<file path="src/rtl/mem_port_arbiter.sv">
// Arbitrates the shared data RAM between instruction fetch (IF) and load/store (DM) ports.
// Optional macro MISALIGN_CHECK_EN: misaligned DM accesses are answered with dm_err, skipping the RAM.
module mem_port_arbiter #(
  parameter int ADDR_W      = 10,
  parameter bit DM_PRIORITY = 1'b0
) (
  input  logic              clk,
  input  logic              rstn,
  input  logic              if_req,
  input  logic [ADDR_W-1:0] if_addr,
  output logic              if_ready,
  output logic [31:0]       if_rdata,
  input  logic              dm_req,
  input  logic              dm_we,
  input  logic [2:0]        dm_funct3,
  input  logic [ADDR_W-1:0] dm_addr,
  input  logic [63:0]       dm_wdata,
  output logic              dm_ready,
  output logic [63:0]       dm_rdata,
  output logic              dm_err,
  output logic              ram_we,
  output logic [31:0]       ram_inst,
  output logic [ADDR_W-1:0] ram_address,
  output logic [63:0]       ram_write_data,
  input  logic [63:0]       ram_read_data
);

  localparam logic [1:0] IDLE   = 2'd0;
  localparam logic [1:0] ACCESS = 2'd1;
  localparam logic [1:0] RESP   = 2'd2;

  logic [1:0]        state_q, state_d;
  logic              last_dm_q, last_dm_d;
  logic              gnt_dm_q, gnt_dm_d;
  logic              lat_we_q, lat_we_d;
  logic [2:0]        lat_f3_q, lat_f3_d;
  logic [ADDR_W-1:0] lat_addr_q, lat_addr_d;
  logic [63:0]       lat_wdata_q, lat_wdata_d;
  logic              err_q, err_d;
  logic [63:0]       dm_rdata_q, dm_rdata_d;
  logic [31:0]       if_rdata_q, if_rdata_d;
  logic              pick_dm;
  logic              misaligned;
  logic              in_access;
  logic              in_resp;

  // On a tie, round-robin grants whichever port did not win last time.
  always_comb begin
    if (if_req && dm_req) pick_dm = DM_PRIORITY ? 1'b1 : !last_dm_q;
    else                  pick_dm = dm_req;
  end

`ifdef MISALIGN_CHECK_EN
  always_comb begin
    case (dm_funct3[1:0])
      2'b01:   misaligned = dm_addr[0];
      2'b10:   misaligned = |dm_addr[1:0];
      2'b11:   misaligned = |dm_addr[2:0];
      default: misaligned = 1'b0;
    endcase
  end
`else
  assign misaligned = 1'b0;
`endif

  always_comb begin
    state_d     = state_q;
    last_dm_d   = last_dm_q;
    gnt_dm_d    = gnt_dm_q;
    lat_we_d    = lat_we_q;
    lat_f3_d    = lat_f3_q;
    lat_addr_d  = lat_addr_q;
    lat_wdata_d = lat_wdata_q;
    err_d       = err_q;
    dm_rdata_d  = dm_rdata_q;
    if_rdata_d  = if_rdata_q;
    case (state_q)
      IDLE: begin
        if (if_req || dm_req) begin
          gnt_dm_d   = pick_dm;
          last_dm_d  = pick_dm;
          lat_addr_d = pick_dm ? dm_addr : if_addr;
          lat_we_d   = pick_dm & dm_we;
          lat_f3_d   = pick_dm ? dm_funct3 : 3'b110;
          if (pick_dm) lat_wdata_d = dm_wdata;
          err_d      = pick_dm & misaligned;
          state_d    = (pick_dm && misaligned) ? RESP : ACCESS;
        end
      end
      ACCESS: state_d = RESP;
      RESP: begin
        state_d = IDLE;
        if (gnt_dm_q) begin
          if (!lat_we_q && !err_q) dm_rdata_d = ram_read_data;
        end else begin
          if_rdata_d = ram_read_data[31:0];
        end
      end
      default: state_d = IDLE;
    endcase
  end

  always_ff @(posedge clk) begin
    if (!rstn) begin
      state_q     <= IDLE;
      last_dm_q   <= 1'b1;
      gnt_dm_q    <= 1'b0;
      lat_we_q    <= 1'b0;
      lat_f3_q    <= '0;
      lat_addr_q  <= '0;
      lat_wdata_q <= '0;
      err_q       <= 1'b0;
      dm_rdata_q  <= '0;
      if_rdata_q  <= '0;
    end else begin
      state_q     <= state_d;
      last_dm_q   <= last_dm_d;
      gnt_dm_q    <= gnt_dm_d;
      lat_we_q    <= lat_we_d;
      lat_f3_q    <= lat_f3_d;
      lat_addr_q  <= lat_addr_d;
      lat_wdata_q <= lat_wdata_d;
      err_q       <= err_d;
      dm_rdata_q  <= dm_rdata_d;
      if_rdata_q  <= if_rdata_d;
    end
  end

  assign in_access = (state_q == ACCESS);
  assign in_resp   = (state_q == RESP);

  // The RAM read data is only present during RESP, so outputs bypass it there and hold afterwards.
  assign if_ready = in_resp & !gnt_dm_q;
  assign dm_ready = in_resp & gnt_dm_q;
  assign dm_err   = dm_ready & err_q;
  assign dm_rdata = (dm_ready && !lat_we_q && !err_q) ? ram_read_data : dm_rdata_q;
  assign if_rdata = if_ready ? ram_read_data[31:0] : if_rdata_q;

  assign ram_we         = in_access & lat_we_q & rstn;
  assign ram_inst       = in_access ? {17'b0, lat_f3_q, 5'b0, (lat_we_q ? 7'b0100011 : 7'b0000011)} : '0;
  assign ram_address    = lat_addr_q;
  assign ram_write_data = lat_wdata_q;

endmodule

</file>
<file path="config.mk">
export PLATFORM = sky130hd
export DESIGN_NAME = mem_port_arbiter
export DESIGN_NICKNAME = d
export VERILOG_FILES = /design/src/rtl/mem_port_arbiter.sv
export SDC_FILE = /design/constraint.sdc
export NUM_CORES = 1
export LEC_CHECK = 0
export ABC_AREA = 0
export ABC_CLOCK_PERIOD_IN_PS = 2100
export CAP_MARGIN = 20
export CELL_PAD_IN_SITES_DETAIL_PLACEMENT = 0
export CELL_PAD_IN_SITES_GLOBAL_PLACEMENT = 1
export CORE_AREA = 2 2 181 148
export DETAILED_ROUTE_END_ITERATION = 8
export DIE_AREA = 0 0 183 150
export PLACE_DENSITY = 0.75
export SLEW_MARGIN = 40
export SYNTH_ARGS = -nofsm -noshare
export SYNTH_HDL_FRONTEND = slang
export SYNTH_SLANG_ARGS = --single-unit
</file>
<file path="constraint.sdc">
create_clock -name clk -period 2.1 [get_ports clk]
set_input_delay 0.21 -clock clk [delete_from_list [all_inputs] [get_ports clk]]
set_output_delay 0.21 -clock clk [all_outputs]
set_load 0.03 [all_outputs]
</file>
==> results of run 1 <==
[cell usage in the layout, fill, tap and decap left out, drive strengths merged]
cell type	netlist	routed
clkdlybuf4s50	0	228
clkinv	0	5
a21oi	11	11
mux2	96	96
buf	52	154
clkinvlp	0	2
and3b	1	1
dlymetal6s2s	0	1
dlygate4sd2	0	2
and3	2	2
nor3b	1	1
o31ai	1	1
conb	1	27
dfxtp	178	178
bufinv	0	1
clkbuf	27	27
a21boi	1	1
a311oi	10	10
mux2i	64	64
o221a	2	2
inv	2	3
nor3	2	2
nor2b	1	1
nand2	153	153
or2	1	1
o211ai	1	1
a21bo	1	1
nor2	2	2
o22ai	2	2
and2	101	101
and4bb	1	1
[cells by family (layout without fill, tap and decap cells)]
family          Yosys count  count (layout)  synth area share
simple gates            265             265             0.171
flops                   178             178             0.469
mux                     160             160             0.256
buf+inv                  81             423            0.0756
compound gates           29              29            0.0277
other cells               1              27          0.000494
[area by class of cell]
cell class	instances	area [sq um]	area share
Timing Repair Buffer	390	4090	0.332
Multi-Input combinational cell	481	3700	0.300
Sequential cell	178	3570	0.289
Clock buffer	22	464	0.0376
Tap cell	330	413	0.0335
Clock inverter	9	82.6	0.00670
Inverter	2	7.51	0.000609
[routing by layer]
metal,track usage,wire (um)
met5,0,0
met4,0.0408,223
met3,0.0745,2250
met2,0.234,9610
met1,0.198,9870
[state kept, by name, indices dropped and copies added (netlist names)]
name,flops
ram_address,10
state_q,2
gnt_dm_q,1
if_rdata_q,32
ram_write_data,64
dm_rdata_q,64
lat_we_q,1
lat_f3_q,3
last_dm_q,1
[what timing repair did]
action                                  4_1_cts  5_1_grt
hold buffers                                  0        0
setup buffers                                13        9
endpoints found under the setup margin       98       96
pin swaps                                     0        2
gates cloned                                  1        1
gates resized for setup                     508       71
[synthesized netlist by cell type, types with 3 or more instances]
master | count | share of area
a21oi_1 | 11 | 0.0072
a311oi_1 | 10 | 0.012
and2_1 | 97 | 0.080
and2_4 | 4 | 0.0046
buf_1 | 3 | 0.0015
buf_12 | 6 | 0.016
buf_2 | 3 | 0.0020
buf_4 | 35 | 0.035
buf_6 | 5 | 0.0074
clkbuf_1 | 27 | 0.013
dfxtp_1 | 178 | 0.47
mux2_2 | 36 | 0.053
mux2_4 | 60 | 0.12
mux2i_1 | 64 | 0.084
nand2_1 | 153 | 0.076
[power by group]
group	leakage [uW]	internal, uW	switching (uW)
Combinational	0.00347	866	882
Sequential	0.00145	3530	67.9
Clock	0.000266	1690	1340
[through the flow]
step	hold WS [ps]	std cells	total power, uW
after floorplan	352	740	4570
after global placement	441	1361	5300
after detailed placement	447	1361	5310
after CTS	204	1406	8440
after global routing	221	1412	8730
final	209	1412	8370
[worst paths after layout]
| kind | from | endpoint | slack (ps) | cells after the start |
|---|---|---|---|---|
| min | rstn | ram_write_data[25] | 210 | 3 |
| max | state_q[0] | if_rdata[15] | -70 | 7 |
| max reg2reg | state_q[0] | if_rdata_q[13] | 330 | 8 |
| min reg2reg | ram_write_data[40] | ram_write_data[40] | 460 | 2 |
[worst max-delay path: stages, from the launching register on]
cell     delay (ps)
dfxtp_2         320
buf_6           110
nor3b_4         220
buf_4           160
buf_12          130
buf_12          130
mux2_4          320
buf_6           140
==> results by group, run 1 <==
Yosys
  – Synthesized area: ~0.0076 sq mm
  – Cells after Synth: 714
  – Synth Warn #: 0
  – Asr flop ratio synth: 0
  – Cell variety after synth: 31
  – Yosys reg bits: 178
  – Register area share after synthesis: 0.469
  – EDFF count, synth: 0
  – Syn Area/Cell: 10.6 sq um
  – Primary FF master, synth: dfxtp_1

Timing
  – Period utilization: 1.03
  – Setup Viol. Count Final: 60
  – Final setup TNS: -1950 ps
  – RSZ-0062 raised after global routing: true
  – Final Hold Viols: 0
  – Max Freq: 462 MHz
  – Slew Limit Fails: 0
  – Post-route setup slack: -65.5 ps
  – Max Clock Skew: 12.4 ps
  – Final Critical Period: ~2200 ps

GRT
  – Antenna violations before repair: 0
  – Vias in the first global route: just under 6,000
  – First-pass GRT wire length: 33,100 um
  – Largest net degree at the start of global routing: 96
  – Total track usage: 0.155
  – Final global-route overflow total: 0

Critical path
  – CP max FO: 7
  – CP arrival: approximately 2000 ps
  – Setup CP Type: reg2out
  – Critical Path Source Type: flop
  – CP Capture Type: output pin
  – Crit path required time: 1890 ps

Clocking
  – H-tree depth: 4
  – Longest Clk Path Bufs: 2
  – Sink Count: 178
  – Number of CTS-inserted buffers: 17
  – Root Driver: clkbuf_16
  – Clock Pin Slew Worst Setup and Hold Paths: 70 ps
  – Clk Latency, worst-skew pair: between 400 and 500 ps
  – CTS tree: done

Die
  – Die area: approximately 0.027 sq mm
  – I/O pin cnt: 362
  – Core area: 0.0257 sq mm
  – Chip width: 183 um
  – Number of placement rows: 53
  – Die Ht: 150 um
  – Initial Utilization: 0.295

Finish
  – Filler cell count: ~2,400
  – Design Area, Final: 0.0123 sq mm
  – Diode count: 0
  – Core Util, Final: 0.479
  – Fraction of layout cells with a size suffix above 1: 0.277
  – Area growth, synth to finish: 62.3%
  – Layout Nets: 1,226

Pwr
  – Maximum VDD drop: 0.000517 V
  – PD cells: 679 mW/mm^2
  – LEAKAGE: 0.00518 uW

Route
  – Vias/cell: between 4 and 5
  – Post-route ant nets: 0
  – Number of remaining DRC errors: 0
  – Routed wire per std cell: 15.5 um
  – Drt first pass iters: 4
  – Final WL: 22,000 um
  – Via count: 6,027
  – Iteration-0 DRC Markers: 191

Outcome
  – Violated checks: setup timing
  – Outcome: finished with violations

Placement
  – Dpl ws: -31.5 ps
  – Routability cong.: 0.711
  – IO Port Bufs: ~330
  – Placed inst area: approximately 0.011 sq mm
  – DP HPWL: 15,500 um

Flow run
  – Max_cap viols: 0

Hold path
  – Hold Path Class: in2reg
Power figures use the tool's default switching activity.
==> run 2, diff against run 1 <==
CORE_AREA = 3 3 182 149   (was 2 2 181 148)
DIE_AREA = 0 0 185 152   (was 0 0 183 150)
==> run 2 against run 1 <==
Compared with the run above: the run still ends with setup timing left; critical path type unchanged; flip-flop and latch count stayed put; wire length rose by 7.4%; die area grew 2.4%; largest cell class unchanged; clock power grew 8.6%; register-to-register slack better by 60 ps; clock-buffer cell count shrank 3; clock skew is 2.5 ps lower.
==> results by group, run 2 (synthesis results as in run 1) <==
Timing
  – Period utilization: 1.04 (was 1.03)
  – Post-route setup slack: -77.9 ps (was -65.5 ps)
  – Slew Limit Fails: 0 (unchanged)
  – RSZ-0062 raised after global routing: true (unchanged)
  – Setup Viol. Count Final: 50 (was 60)
  – Max Freq: 459 MHz (was 462 MHz)
  – Max Clock Skew: 9.93 ps (was 12.4 ps)
  – Final Hold Viols: 0 (unchanged)
  – Final Critical Period: 2180 ps (was 2170 ps)

GRT
  – First-pass GRT wire length: 35,100 um (was 33,100 um)
  – Final global-route overflow total: 0 (unchanged)
  – Largest net degree at the start of global routing: 85 (was 96)
  – Antenna violations before repair: 0 (unchanged)
  – Total track usage: 0.159 (was 0.155)
  – Vias in the first global route: 5,885 (was 5,924)

Outcome
  – Outcome: finished with violations (unchanged)
  – Violated checks: setup timing (unchanged)

Finish
  – Filler cell count: 2,344 (was 2,375)
  – Multi-input gate area: 0.00371 sq mm (was 0.00370 sq mm)
  – Layout Nets: 1,223 (was 1,226)
  – Reg area: 0.00357 sq mm (about the same)
  – Fraction of layout cells with a size suffix above 1: 0.281 (was 0.277)
  – Diode count: 0 (unchanged)
  – Most common cell after layout, fill and taps aside: clkdlybuf4s50_1 (unchanged)
  – Most frequent cells in the layout: clkdlybuf4s50_1 (229), dfxtp_1 (175), nand2_1 (153), and2_1 (97), mux2_4 (95) (was clkdlybuf4s50_1 (228), dfxtp_1 (174), nand2_1 (153), buf_6 (99), and2_1 (97))
  – Area growth, synth to finish: 60.9% (was 62.3%)

Hold path
  – Hold Path Class: in2reg (unchanged)

Critical path
  – Delay-heaviest family, CP: buffers and inverters (unchanged)
  – Crit path required time: 1890 ps (about the same)
  – Worst path cell trace: and4bb_4 -> buf_12 -> buf_12 -> mux2_4 -> buf_2 (was buf_6 -> nor3b_4 -> buf_4 -> buf_12 -> buf_12 -> mux2_4 -> buf_6)
  – Top cell by count, worst path: buf_12
  – CP arrival: 1970 ps (was 1960 ps)
  – Setup CP Type: reg2out (unchanged)
  – Critical Path Source Type: flop (unchanged)
  – CP Capture Type: output pin (unchanged)
  – Buf/Inv on CP: 3 (was 5)
  – CP max FO: 13 (was 7)
  – Slowest CP cell: and4bb_4 (was dfxtp_2)
  – Largest stage delay on the critical path: 400 ps (was 320 ps)

Clocking
  – Number of CTS-inserted buffers: 17 (unchanged)
  – CTS tree: done (unchanged)
  – Sink Count: 178 (unchanged)
  – H-tree depth: 4 (unchanged)
  – Longest Clk Path Bufs: 2 (unchanged)
  – Post-CTS Hold Fix Bufs: 0 (unchanged)
  – Root Driver: clkbuf_16 (unchanged)
  – Clk Latency, worst-skew pair: 430 ps (about the same)
  – Clock Pin Slew Worst Setup and Hold Paths: 70 ps (about the same)

Route
  – Iteration-0 DRC Markers: 187 (was 191)
  – Via count: 5,998 (was 6,027)
  – Routed wire per std cell: 16.8 um (was 15.5 um)
  – Number of remaining DRC errors: 0 (unchanged)
  – Final WL: 23,600 um (was 22,000 um)
  – Drt first pass iters: 4 (unchanged)
  – Vias/cell: 4.27 (about the same)
  – Post-route ant nets: 0 (unchanged)

Placement
  – Routability cong.: 0.736 (was 0.711)
  – IO Port Bufs: 334 (unchanged)
  – DP HPWL: 16,700 um (was 15,500 um)
  – Dpl ws: -46.7 ps (was -31.5 ps)

Pwr
  – Power share of the sequential group: 0.416 (was 0.429)
  – Total power: 8640 uW (was 8370 uW)
  – Pint: 6230 uW (was 6080 uW)
  – PD cells: 706 mW/mm^2 (was 679 mW/mm^2)
  – Switch Pwr: 2410 uW (was 2290 uW)
  – Maximum VDD drop: 0.000504 V (was 0.000517 V)
  – LEAKAGE: 0.00517 uW (was 0.00518 uW)
  – Gate power share: 0.204 (was 0.209)
  – Clk pwr share: 0.381 (was 0.362)
  – Sw frac: 0.279 (was 0.274)

Die
  – Number of placement rows: 52 (was 53)
  – Initial Utilization: 0.301 (was 0.295)
  – Die Ht: 152 um (was 150 um)
  – Chip width: 185 um (was 183 um)
  – I/O pin cnt: 362 (unchanged)
  – Die area: 0.0281 sq mm (was 0.0275 sq mm)
  – Core area: 0.0252 sq mm (was 0.0257 sq mm)

Flow run
  – Max_cap viols: 0 (unchanged)
-- run 2: cell count changes in the layout (fill, tap and decap cells not counted), sizes merged --
cell,delta
clkinv,+1
inv,+3
clkinvlp,-1
dlymetal6s2s,-1
buf,+3
clkdlybuf4s50,+1
dlygate4sd2,-2
bufinv,+1
clkbuf,-7
-- run 2: worst paths after layout --
kind	from	depth (start not counted)	end	slack, ps
max	lat_we_q	5	dm_rdata[15]	-80
min	rstn	3	ram_write_data[9]	190
max reg2reg	lat_we_q	6	dm_rdata_q[40]	390
min reg2reg	ram_write_data[25]	2	ram_write_data[25]	450
-- run 2: power by group through the flow --
stage / Clock [uW] / Combinational (uW) / Sequential, uW
finish: 3290 / 1760 / 3590
global route: 3520 / 1860 / 3610
CTS: 3390 / 1740 / 3590
detailed placement: 0 / 1660 / 3670
global placement: 0 / 1660 / 3660
floorplan: 0 / 704 / 3870
-- run 2: what timing repair did --
action / 4_1_cts / 5_1_grt
endpoints found under the setup margin: 95 / 96
resized for setup: 341 / 176
gates cloned: 3 / 2
buffers inserted: 12 / 11
endpoints found under the hold margin: 0 / 0
pin swaps: 0 / 2
-- run 2: worst register-to-register path, stage by stage, from the launching register on --
cell	delay, ps
dfxtp_2	320
and4bb_4	400
buf_12	160
clkbuf_16	160
mux2_4	310
buf_4	130
and2_1	140
-- run 2: layout make-up --
type	count	share of cell area
clock buffer	19	0.0370
clock inverter	13	0.0121
inverter	2	0.000614
multi-input combinational	481	0.303
sequential	178	0.292
tap	324	0.0331
timing repair buffer	387	0.322
-- run 2: metal layers --
layer / track usage / routed length (um) / vias to the layer above
li1: - / - / 2997
met1: 0.193 / 9930 / 2745
met2: 0.257 / 10900 / 239
met3: 0.0762 / 2510 / 17
met4: 0.0343 / 234 / 0
met5: 0 / 0 / -
-- run 2: through the flow --
step	utilization	instance area [sq um]	instances	TNS, ps	hold slack, ps
floorplan	-	7700	740	0	352
global placement	0.443	11200	1349	-139	441
detailed placement	0.443	11200	1349	-824	448
CTS	0.483	12200	1396	-12430	167
global route	0.484	12200	1404	-7490	197
finish	0.484	12200	1404	-1710	192
==> run 3, diff against run 2 <==
CTS_CLUSTER_DIAMETER = 200   (was unset)
TNS_END_PERCENT = 5   (was unset)
==> run 3 against run 2 <==
Compared with the run above: the run still ends with setup timing left; clock-buffer cell count stayed put; critical path depth stayed put; flip-flop and latch count stayed put; first-iteration DRC count is 15% higher; critical path type unchanged; critical endpoint is now dm_rdata[53]; largest cell class unchanged; largest power group unchanged.
==> results by group, run 3 (synthesis results as in run 1) <==
Pwr
  – Maximum VDD drop: 0.000506 V (was 0.000504 V)
  – LEAKAGE: 0.00508 uW (was 0.00517 uW)
  – Total power: 8600 uW (was 8640 uW)
  – PD cells: 718 mW/mm^2 (was 706 mW/mm^2)

Critical path
  – CP arrival: 1980 ps (was 1970 ps)
  – CP max FO: 8 (was 13)
  – RR Startpoint: state_q[0] (was lat_we_q)
  – Critical Path Source Type: flop (unchanged)
  – Worst reg-to-reg path cell count: 7 (was 6)
  – R2R Path End: if_rdata_q[12] (was dm_rdata_q[40])
  – Setup CP Type: reg2out (unchanged)
  – Reg2reg setup slack: 440 ps (was 390 ps)
  – CP Capture Type: output pin (unchanged)
  – Crit path required time: 1890 ps (about the same)

Route
  – Vias/cell: 4.27 (about the same)
  – Metal2 WL: 10,700 um (was 10,900 um)
  – Routed wire per std cell: 16.8 um (about the same)
  – WL met1: 9990 um (was 9930 um)
  – Final WL: 23,500 um (was 23,600 um)
  – Uppermost routed layer: met4 (unchanged)
  – Drt first pass iters: 4 (unchanged)
  – Number of remaining DRC errors: 0 (unchanged)
  – Post-route ant nets: 0 (unchanged)
  – Met3 WL: 2510 um (about the same)
  – Iteration-0 DRC Markers: 215 (was 187)
  – Via count: 5,976 (was 5,998)

Clocking
  – H-tree depth: 4 (unchanged)
  – Root Driver: clkbuf_16 (unchanged)
  – Post-CTS Hold Fix Bufs: 0 (unchanged)
  – CTS tree: done (unchanged)
  – Sink Count: 178 (unchanged)
  – Longest Clk Path Bufs: 2 (unchanged)
  – Clk Latency, worst-skew pair: 430 ps (about the same)
  – Clock Pin Slew Worst Setup and Hold Paths: 70 ps (about the same)
  – Number of CTS-inserted buffers: 17 (unchanged)

Timing
  – Final Critical Period: 2190 ps (was 2180 ps)
  – Setup Viol. Count Final: 67 (was 50)
  – Max Clock Skew: 9.40 ps (was 9.93 ps)
  – Post-route setup slack: -88.3 ps (was -77.9 ps)
  – RSZ-0062 raised after global routing: true (unchanged)
  – Max Freq: 457 MHz (was 459 MHz)
  – Period utilization: 1.04 (about the same)
  – Final Hold Viols: 0 (unchanged)
  – Slew Limit Fails: 0 (unchanged)
  – Final setup TNS: -2550 ps (was -1710 ps)

Finish
  – Area growth, synth to finish: 57.6% (was 60.9%)
  – Most common cell after layout, fill and taps aside: clkdlybuf4s50_1 (unchanged)
  – Diode count: 0 (unchanged)
  – Filler cell count: 2,362 (was 2,344)
  – Layout Nets: 1,217 (was 1,223)
  – Most frequent cells in the layout: clkdlybuf4s50_1 (229), dfxtp_1 (176), nand2_1 (153), and2_1 (97), mux2_4 (86) (was clkdlybuf4s50_1 (229), dfxtp_1 (175), nand2_1 (153), and2_1 (97), mux2_4 (95))
  – Fraction of layout cells with a size suffix above 1: 0.276 (was 0.281)

Placement
  – IO Port Bufs: 334 (unchanged)
  – DP HPWL: 16,700 um (unchanged)
  – Routability cong.: 0.736 (unchanged)
  – Dpl ws: -46.7 ps (unchanged)

Flow run
  – Max_cap viols: 0 (unchanged)

Die
  – Core area: 0.0252 sq mm (unchanged)
  – Die area: 0.0281 sq mm (unchanged)
  – I/O pin cnt: 362 (unchanged)
  – Chip width: 185 um (unchanged)
  – Die Ht: 152 um (unchanged)
  – Number of placement rows: 52 (unchanged)
  – Initial Utilization: 0.301 (unchanged)

Hold path
  – Hold Crit Depth: 3 (unchanged)
  – HP Start: rstn (unchanged)
  – Hold Path Sink: ram_write_data[9] (unchanged)
  – Hold Path Class: in2reg (unchanged)

GRT
  – First-pass GRT wire length: 34,300 um (was 35,100 um)
  – Largest net degree at the start of global routing: 85 (unchanged)
  – Vias in the first global route: 5,780 (was 5,885)
  – Antenna violations before repair: 0 (unchanged)
  – Final global-route overflow total: 0 (unchanged)
  – Total track usage: 0.155 (was 0.159)

Outcome
  – Outcome: finished with violations (unchanged)
  – Violated checks: setup timing (unchanged)
[run 3: cell count changes in the layout (fill, tap and decap cells not counted)]
cell and delta:
dfxtp_1 +1, dfxtp_2 -1, mux2_4 -9, clkbuf_16 +1
buf_6 -41, buf_12 +4, mux2_2 +9, clkdlybuf4s15_2 +12
buf_2 +25, buf_8 -4, buf_4 -1, buf_16 -2
[run 3: per-stage QoR]
| step | util | hold slack [ps] | cell area [sq um] | cells |
|---|---|---|---|---|
| finish | 0.474 | 192 | 12000 | 1398 |
| global route | 0.474 | 197 | 12000 | 1398 |
| CTS | 0.474 | 167 | 12000 | 1381 |
| detailed placement | 0.443 | 448 | 11200 | 1349 |
| global placement | 0.443 | 441 | 11200 | 1349 |
| floorplan | - | 352 | 7700 | 740 |
[run 3: cell type report]
cell class / instances / area, sq um / share of cell area
repair buffers: 381 / 3720 / 0.311
multi-input cells: 481 / 3670 / 0.307
flip-flops and latches: 178 / 3570 / 0.298
clock buffers: 19 / 453 / 0.0378
well taps: 324 / 405 / 0.0339
clock inverters: 13 / 148 / 0.0123
inverters: 2 / 7.51 / 0.000627
[run 3: per-layer routing]
metal,global-route usage,vias to the layer above
li1,-,2987
met1,0.188,2734
met2,0.245,240
met3,0.0774,15
met4,0.0364,0
met5,0,-
[run 3: repair_timing]
item,4_1_cts,5_1_grt
buffers inserted,0,15
gates cloned,0,2
setup endpoints to repair,95,96
gates resized for setup,225,160
pin swaps,0,2
[run 3: how the worst max path moves through the flow]
stage	to	start	cells past startpoint	slack, ps
3_5_place_dp	dm_rdata[10]	state_q[0]	4	-50
3_3_place_gp	dm_rdata[7]	state_q[0]	4	-20
6_report	dm_rdata[53]	lat_we_q	5	-90
4_1_cts	dm_rdata[46]	state_q[0]	4	-250
2_1_floorplan	if_rdata_q[22]	state_q[1]	4	410
5_1_grt	if_rdata[19]	state_q[0]	7	-150
[run 3: critical path, stage by stage, from the launching register on]
cell	delay [ps]
dfxtp_1	310
and4bb_4	330
buf_12	150
clkbuf_16	170
mux2_4	300
clkdlybuf4s15_2	280
[run 3: report_power, final]
part           total [uW]  switching [uW]  internal, uW
clock network        3280            1440          1840
registers            3590            67.6          3520
logic                1730             886           841
total                8600            2400          6200
